## src/rtl/fp_mul_arbiter.sv

```systemverilog
// fp_mul_arbiter: shares one pipelined fixed-point multiplier among NUM_REQ
// requesters. Requesters are granted round-robin, at most one issue per cycle.
// A LATENCY-deep tag pipe carries each requester ID alongside the multiplier.
// Results land in a FIFO whose free space is reserved up front by a credit
// check, so consumer backpressure never loses a product that is in flight.
//
// Ports:
//   clk, rst             clock (rising edge), synchronous active-high reset
//   reqValid/reqReady    per-requester handshake; reqReady is one-hot or zero
//   reqIn1/reqIn2        packed signed operands, requester k at slice k
//   mulIn1/mulIn2        registered operands to the external multiplier
//   mulOut/mulOvf        product and overflow, LATENCY cycles after issue
//   rspValid/rspReady    result handshake (first-word-fall-through FIFO head)
//   rspId/rspData/rspOvf requester ID, product and overflow of the head entry
//   ovfCount             saturating count of overflowed products written to
//                        the FIFO; present only when FP_MUL_ARB_OVF_COUNT_EN
//                        is defined
module fp_mul_arbiter #(
  parameter int unsigned NUM_REQ    = 4,
  parameter int unsigned WI1        = 3,
  parameter int unsigned WF1        = 4,
  parameter int unsigned WI2        = 4,
  parameter int unsigned WF2        = 3,
  parameter int unsigned LATENCY    = 3,
  parameter int unsigned FIFO_DEPTH = 4
) (
  input  logic                                  clk,
  input  logic                                  rst,
  input  logic [NUM_REQ-1:0]                    reqValid,
  output logic [NUM_REQ-1:0]                    reqReady,
  input  logic [NUM_REQ*(WI1+WF1)-1:0]          reqIn1,
  input  logic [NUM_REQ*(WI2+WF2)-1:0]          reqIn2,
  output logic [WI1+WF1-1:0]                    mulIn1,
  output logic [WI2+WF2-1:0]                    mulIn2,
  input  logic [WI1+WI2+WF1+WF2-1:0]            mulOut,
  input  logic                                  mulOvf,
  output logic                                  rspValid,
  input  logic                                  rspReady,
  output logic [$clog2(NUM_REQ)-1:0]            rspId,
  output logic [WI1+WI2+WF1+WF2-1:0]            rspData,
  output logic                                  rspOvf
`ifdef FP_MUL_ARB_OVF_COUNT_EN
  ,
  output logic [15:0]                           ovfCount
`endif
);

  localparam int unsigned W1 = WI1 + WF1;
  localparam int unsigned W2 = WI2 + WF2;
  localparam int unsigned WP = WI1 + WI2 + WF1 + WF2;
  localparam int unsigned IW = $clog2(NUM_REQ);
  localparam int unsigned AW = $clog2(FIFO_DEPTH);
  localparam int unsigned CW = $clog2(FIFO_DEPTH + 1);
  localparam int unsigned SW = CW + 1;

  // Arbitration state
  logic [IW-1:0]      ptr;
  logic [IW-1:0]      grant_idx;
  logic               grant_found;
  logic               issue_ok;
  logic               xfer;
  logic [W1-1:0]      sel_in1;
  logic [W2-1:0]      sel_in2;

  // Tag pipe
  logic [LATENCY-1:0] tag_v;
  logic [IW-1:0]      tag_id [LATENCY];
  logic [CW-1:0]      inflight;
  logic               wr;

  // Result FIFO
  logic [IW-1:0]      fifo_id   [FIFO_DEPTH];
  logic [WP-1:0]      fifo_data [FIFO_DEPTH];
  logic               fifo_ovf  [FIFO_DEPTH];
  logic [AW-1:0]      wr_ptr;
  logic [AW-1:0]      rd_ptr;
  logic [CW-1:0]      count;
  logic               pop;

  // Credit check on registered occupancy: FIFO entries plus products in flight
  assign issue_ok = (SW'(count) + SW'(inflight)) < SW'(FIFO_DEPTH);

  // Round-robin search starting at ptr
  always_comb begin
    int unsigned cand;
    logic [IW-1:0] cand_idx;
    cand        = 0;
    cand_idx    = '0;
    grant_found = 1'b0;
    grant_idx   = '0;
    for (int unsigned i = 0; i < NUM_REQ; i++) begin
      cand = 32'(ptr) + i;
      if (cand >= NUM_REQ) cand = cand - NUM_REQ;
      cand_idx = IW'(cand);
      if (!grant_found && reqValid[cand_idx]) begin
        grant_found = 1'b1;
        grant_idx   = cand_idx;
      end
    end
  end

  // Winner operand mux
  always_comb begin
    sel_in1 = '0;
    sel_in2 = '0;
    for (int unsigned k = 0; k < NUM_REQ; k++) begin
      if (grant_idx == IW'(k)) begin
        sel_in1 = reqIn1[k*W1 +: W1];
        sel_in2 = reqIn2[k*W2 +: W2];
      end
    end
  end

  assign xfer     = !rst && grant_found && issue_ok;
  assign reqReady = xfer ? (NUM_REQ'(1) << grant_idx) : '0;

  assign wr       = tag_v[LATENCY-1];
  assign rspValid = !rst && (count != '0);
  assign pop      = rspValid && rspReady;
  assign rspId    = rspValid ? fifo_id[rd_ptr]   : '0;
  assign rspData  = rspValid ? fifo_data[rd_ptr] : '0;
  assign rspOvf   = rspValid ? fifo_ovf[rd_ptr]  : 1'b0;

  // Control registers: pointer, operands, tag pipe, occupancy
  always_ff @(posedge clk) begin
    if (rst) begin
      ptr      <= '0;
      mulIn1   <= '0;
      mulIn2   <= '0;
      tag_v    <= '0;
      inflight <= '0;
      count    <= '0;
      wr_ptr   <= '0;
      rd_ptr   <= '0;
    end else begin
      if (xfer) begin
        ptr    <= (grant_idx == IW'(NUM_REQ - 1)) ? '0 : grant_idx + IW'(1);
        mulIn1 <= sel_in1;
        mulIn2 <= sel_in2;
      end
      tag_v[0] <= xfer;
      for (int unsigned k = 1; k < LATENCY; k++) tag_v[k] <= tag_v[k-1];
      inflight <= inflight + CW'(xfer) - CW'(wr);
      count    <= count + CW'(wr) - CW'(pop);
      if (wr)  wr_ptr <= wr_ptr + AW'(1);
      if (pop) rd_ptr <= rd_ptr + AW'(1);
    end
  end

  // Tag IDs and FIFO storage need no reset; validity lives in tag_v and count
  always_ff @(posedge clk) begin
    tag_id[0] <= grant_idx;
    for (int unsigned k = 1; k < LATENCY; k++) tag_id[k] <= tag_id[k-1];
    if (wr) begin
      fifo_id[wr_ptr]   <= tag_id[LATENCY-1];
      fifo_data[wr_ptr] <= mulOut;
      fifo_ovf[wr_ptr]  <= mulOvf;
    end
  end

`ifdef FP_MUL_ARB_OVF_COUNT_EN
  // Saturating overflow counter over products accepted into the FIFO
  always_ff @(posedge clk) begin
    if (rst) begin
      ovfCount <= '0;
    end else if (wr && mulOvf && (ovfCount != 16'hFFFF)) begin
      ovfCount <= ovfCount + 16'd1;
    end
  end
`endif

endmodule

```

## config.mk

```make
export PLATFORM = sky130hd
export DESIGN_NAME = fp_mul_arbiter
export DESIGN_NICKNAME = d
export VERILOG_FILES = /design/src/rtl/fp_mul_arbiter.sv
export SDC_FILE = /design/constraint.sdc
export NUM_CORES = 1
export LEC_CHECK = 0
export BUFFER_PORTS_ARGS = -buffer_cell sky130_fd_sc_hd__buf_2
export CORE_ASPECT_RATIO = 1.5
export CORE_MARGIN = 1.5
export CORE_UTILIZATION = 40
export DETAILED_ROUTE_END_ITERATION = 16
export PLACE_DENSITY_LB_ADDON = 0.15
export SYNTH_ARGS = -nofsm -noshare
export SYNTH_HDL_FRONTEND = slang
export SYNTH_SLANG_ARGS = --single-unit
```

## constraint.sdc

```tcl
create_clock -name clk -period 2.1 [get_ports clk]
set_input_delay 0.21 -clock clk [delete_from_list [all_inputs] [get_ports clk]]
set_output_delay 0.21 -clock clk [all_outputs]
set_load 0.005 [all_outputs]
```

---- Word level (Yosys, flattened, before mapping) ----
Memory sizes are Yosys's and may differ from the RTL's. A register that Yosys moved wholly into a read port is not among the register bits.
Cells that the tools add are included.
cells by class
  $add $sub $neg .......................... 15
  $lt $le $gt $ge ......................... 9
  equality and inequality tests ........... 3
  shift-type cells ........................ 1
  mux-type cells .......................... 41
  reductions and logical operators ........ 13
operators by type and width
  cell                                                               number
  2-to-1 mux 7 bit                                                   8
  2-to-1 mux 2 bit                                                   16
  2-to-1 mux 14 bit                                                  1
  less-than comparator 2 x 3 -> 1 bit, second input constant         4
  2-to-1 mux 1 bit                                                   11
  greater-or-equal comparator 3 bit, second input constant           3
  binary-select mux 1 bit (select 2 bit)                             4
  subtractor 2 x 1 -> 2 bit, second input constant                   4
  logical AND 1 bit                                                  7
  adder 2 x 1 -> 2 bit, second input constant                        3
  adder 2 x 2 -> 3 bit, second input constant                        2
  adder 3 x 1 -> 3 bit                                               2
  subtractor 3 x 1 -> 3 bit                                          2
  adder 3 x 3 -> 4 bit                                               1
  == test 2 bit, second input constant                               2
  logical NOT 1 bit                                                  4
  less-than comparator 4 x 3 -> 1 bit, second input constant         1
  2-to-1 mux 4 bit                                                   1
  << shifter 1 x 2 -> 4 bit, first input constant                    1
  adder 2 x 1 -> 3 bit, second input constant                        1
  greater-or-equal comparator 2 x 3 -> 1 bit, second input constant  1
  nonzero test 3 bit                                                 1
  == test 2 x 1 -> 1 bit, second input constant                      1
  logical NOT 2 bit                                                  1
storage, ports and cells
  flip-flop bits (word level) ............. 29
  memory bits (writable) .................. 74
  input bits .............................. 78
  output and inout bits ................... 36
  logic and storage cells ................. 94
  memories ................................ 4
memories
  name       words  width  read ports  clocked after Yosys merged registers in  write ports  RTL line  RTL
  fifo_data  4      14     1           1                                        1            73        logic [WP-1:0] fifo_data [FIFO_DEPTH];
  fifo_id    4      2      1           1                                        1            72        logic [IW-1:0] fifo_id [FIFO_DEPTH];
  tag_id     3      2      3           0                                        3            67        logic [IW-1:0] tag_id [LATENCY];
  fifo_ovf   4      1      1           1                                        1            74        logic fifo_ovf [FIFO_DEPTH];

---- Longest topological paths before layout ----
  word-level depth ........................ 19
  depth in mapped cells ................... 11

---- Least setup slack after synthesis ----
OpenSTA, ideal clock, no wires.
  path kind ............................... register to register
  from .................................... register ptr[0]
  to ...................................... register mulIn1[2]
  library setup time ...................... 81 ps
  arrival ................................. 2140 ps
  data required time ...................... 2019 ps
  path slack .............................. -121 ps
  cell stages (with the launch flop) ...... 11
  path buffers ............................ 2
  cells stage by stage .................... dfxtp_1 nand2b_1 a21oi_1 a211oi_1 ha_1 clkbuf_1 clkbuf_1 a21oi_1 o21ai_0 a22oi_1 a211oi_2
on the way
  longest elaborated chain between the ends .. 19
  elaborated cells between the ends (all ways) .. 47
ends and longest elaborated chain
  what                                                                           RTL line  RTL
  from (decl)                                                                    57        logic [IW-1:0] ptr;
  from (signal assigned)                                                         137       ptr <= (grant_idx == IW'(NUM_REQ - 1)) ? '0 : grant_idx + IW'(1);
  parallel branches: the longest is 13 deep, another holds adder 2 x 1 -> 3 bit  n/a
  2-to-1 mux 2 bit *                                                             95        if (!grant_found && reqValid[cand_idx]) begin
  net grant_idx[0]                                                               58        logic [IW-1:0] grant_idx;
  logical NOT 2 bit                                                              107       if (grant_idx == IW'(k)) begin
  2-to-1 mux 7 bit (3 in a row)                                                  107
  2-to-1 mux 7 bit *                                                             107
  to (signal assigned)                                                           138       mulIn1 <= sel_in1;
  to (decl)                                                                      33        output logic [WI1+WF1-1:0] mulIn1,
Mark *: on every way through the listed nets, which the timed path passes. The select of a mux whose other input is x is not followed.
A chain may end at the register's enable or synchronous reset.

---- Final worst setup path ----
  from .................................... register ptr[0]
  to ...................................... output port reqReady[2]
on the way
  elaborated cells between the ends (all ways) .. 41
RTL lines
  what                                                                           RTL line  RTL
  parallel branches: the longest is 13 deep, another holds adder 2 x 1 -> 3 bit  n/a
  2-to-1 mux 2 bit *                                                             95
  net grant_idx[0]                                                               58
  << shifter 1 x 2 -> 4 bit *                                                    115       assign reqReady = xfer ? (NUM_REQ'(1) << grant_idx) : '0;
  2-to-1 mux 4 bit *                                                             115
  to (decl)                                                                      30        output logic [NUM_REQ-1:0] reqReady,
Marks and branches as above.

==> results.sh <==
export IMPL_grt_max_degree=25
export IMPL_startpoint_type="flip-flop"
export IMPL_fin_skew_ns=0.0102
export IMPL_overflow=0
export IMPL_p_sw_w=0.00211
export IMPL_clk_pin_slew_worst_paths_ns=0.07
export IMPL_syn_area_sq_um=4650
export IMPL_synth_flop_cell="edfxtp_1"
export IMPL_chipWidth_um=91.0
export IMPL_cts_buffers=9
export IMPL_syn_to_final_growth_pct=33.5
export IMPL_crit_family="compound AO/OA/AOI/OAI gates"
export IMPL_clk_path_buf_depth=2
export IMPL_yosysTopAreaCellShare_pct=44.0
export IMPL_insertion_delay_ns=0.34
export IMPL_ys_seq_area_share_pct=59.9
export IMPL_synth_area_leaders="edfxtp_1, dfxtp_1, mux4_2, a211oi_2, ha_1"
export IMPL_track_usage_pct=16.1
export IMPL_fin_crit_sh_pct=99.1
export IMPL_gp_congestion=0.789
export IMPL_max_slew_margin_pct=38.1
export IMPL_coreArea_sq_um=11400
export IMPL_drtPass1Iterations=4
export IMPL_cap_violations=0
export IMPL_num_rows=48
export IMPL_portBuffers=113
export IMPL_p_int_w=0.00486
export IMPL_drt_iter0_drc=84
export IMPL_cts_root_buffer="clkbuf_16"
export IMPL_syn_num_nets=450
export IMPL_first_global_vias=3250
export IMPL_hold_viol=0
export IMPL_hold_worst_slack_ns=0.0831
export IMPL_worst_path_largest_cell_delay_ns=0.35
export IMPL_drv_slew=0
export IMPL_p_clk_share_pct=24.2
export IMPL_cp_max_fo=6
export IMPL_swShare_pct=30.3
export IMPL_place_hpwl_um=6550
export IMPL_io_pins=114
export IMPL_drc_errors=0
export IMPL_dieArea_sq_um=12300
export IMPL_p_seq_share_pct=37.9
export IMPL_arrival_ns=1.87
export IMPL_syn_inst=356
export IMPL_power_density_nw_per_um2=1120
export IMPL_worstPathCellList="nand2b_4, a21oi_2, a211oi_4, inv_2, ha_4, buf_12, and2_1, buf_2"
export IMPL_grt_pass1_wl_um=15300
export IMPL_cts_tree="done"
export IMPL_htree_levels=3
export IMPL_die_h_um=135
export IMPL_final_common_cell="buf_2"
export IMPL_slowest_stage="dfxtp_2"
export IMPL_avgSynthCellArea_sq_um=13.0
export IMPL_combinationalPowerShare_pct=37.9
export IMPL_timing_fmax_mhz=480
export IMPL_yosysTopAreaCell="edfxtp_1"
export IMPL_antenna_left=0
export IMPL_synth_edf_count=68
export IMPL_path_buf_inv=3
export IMPL_final_util_pct=54.4
export IMPL_async_reset_ff_share_pct=0
export IMPL_power_ir_vdd_worst_v=0.000549
export IMPL_critical_path_class="reg -> out"
export IMPL_period_minus_slack_ns=2.08
export IMPL_worstSetupEndpointType="primary output"
export IMPL_worstPathRequired_ns=1.89
export IMPL_leakagePower_nw=2.53
export IMPL_num_vias=3229
export IMPL_rsz0062_at_grt="true"
export IMPL_wl_per_cell_um=15.0
export IMPL_diodes=0
export IMPL_via_per_inst=4.90
export IMPL_start_util_pct=40.7
export IMPL_ys_ff_latch=105
export IMPL_yosys_cell_types_count=34
export IMPL_final_layout_size_suffix_gt1_share_pct=45.2
export IMPL_cts_sinks=105
export IMPL_setup_viol=0
export IMPL_ys_warnings_count=0
export IMPL_final_cell_mix="buf_2, edfxtp_1, buf_4, dfxtp_1"
export IMPL_hp_class="in -> reg"
export IMPL_fin_nets=598
export IMPL_wl_um=9920
export IMPL_status="finished clean"
export IMPL_worst_pin_slew_ns=0.929
export IMPL_antenna_found_initial=0
[state kept, by name, indices dropped and copies added, names as in the netlist, named ones only]
register   flops
count          3
fifo_data     56
fifo_id        8
fifo_ovf       4
inflight       3
mulIn1         7
mulIn2         7
ptr            2
rd_ptr         2
tag_id         6
tag_v          3
wr_ptr         2
[per-layer routing]
metal	GRT usage (%)	vias up	routed length, um
met5	0	-	0
met4	8.33	0	276
met3	3.10	22	474
met2	30.5	101	5510
met1	16.5	1529	3650
li1	-	1577	-
[cell type report]
class | count | area [sq um]
fill | 1004 | 5210
sequential | 105 | 2790
multi-input combinational | 202 | 1780
timing repair buffer | 159 | 1040
clock buffer | 10 | 229
tap | 150 | 188
inverter | 27 | 101
clock inverter | 6 | 75.1
[synthesized netlist by cell type, types with 2 or more instances]
master,instances
a211oi_1,2
a211oi_2,14
a21oi_1,30
a22oi_1,14
and2_1,27
and3_1,2
buf_1,3
buf_2,2
buf_6,3
clkbuf_1,13
dfxtp_1,37
edfxtp_1,68
fa_1,2
ha_1,14
inv_1,27
mux2i_1,2
mux4_2,17
nand2_1,14
nand2b_1,2
nor2_1,26
nor2b_1,6
o21ai_0,14
xnor2_1,5
xor2_1,2
[final timing paths]
check,startpoint,to,slack [ns],cells after the start
worst max register to register,ptr[0],mulIn2[0],0.05,11
worst max-delay path,ptr[0],reqReady[2],0.02,8
worst min register to register,tag_id[0][1],tag_id[0][3],0.33,0
worst min-delay path,mulOut[6],fifo_data[3][6],0.08,1
[through the flow]
| stage | TNS (ns) | instances | area, sq um | total power (W) | setup WS (ns) |
|---|---|---|---|---|---|
| after floorplan | 0 | 356 | 4660 | 0.00409 | 0.00622 |
| after global routing | -0.290 | 659 | 6200 | 0.00739 | -0.0584 |
| after global placement | -0.00368 | 616 | 5450 | 0.00473 | -0.00368 |
| after detailed placement | -0.461 | 616 | 5450 | 0.00477 | -0.0663 |
| final | 0 | 659 | 6200 | 0.00697 | 0.0181 |
| after CTS | -0.0000500 | 639 | 5880 | 0.00663 | -0.0000500 |
[power by group through the flow]
stage	clock network [W]	registers (W)	logic, W
floorplan	0	0.00265	0.00145
global placement	0	0.00265	0.00208
detailed placement	0	0.00266	0.00211
CTS	0.00174	0.00262	0.00227
global route	0.00181	0.00267	0.00291
finish	0.00169	0.00264	0.00264
[cell families (layout without fill, tap and decap cells)]
logic type                 Yosys count  in the layout  synth area share (%)
AOI/OAI and AO/OA                   77             77                  11.6
xor gates and xnor gates             7              7                  1.32
adders and majority gates           16             16                  4.63
buffers and inverters               49            202                  4.85
DFF                                105            105                  59.9
muxes                               19             19                  8.67
and+or+nand+nor                     83             83                  9.05
[worst reg2reg max path, delay by kind of cell, from the launching register on]
family | cells | cell delay (ns)
simple gates | 1 | 0.13
fa+ha+maj | 1 | 0.20
compound gates | 6 | 0.87
flops | 1 | 0.35
buf+inv | 3 | 0.38
[what timing repair did]
item                       4_1_cts  5_1_grt
gates resized for setup         18       22
hold buffers                     0        0
gates cloned                     0        3
buffers inserted                 8       17
pin swaps                        4       10
setup endpoints to repair       17       18
Power figures use the tool's default switching activity.
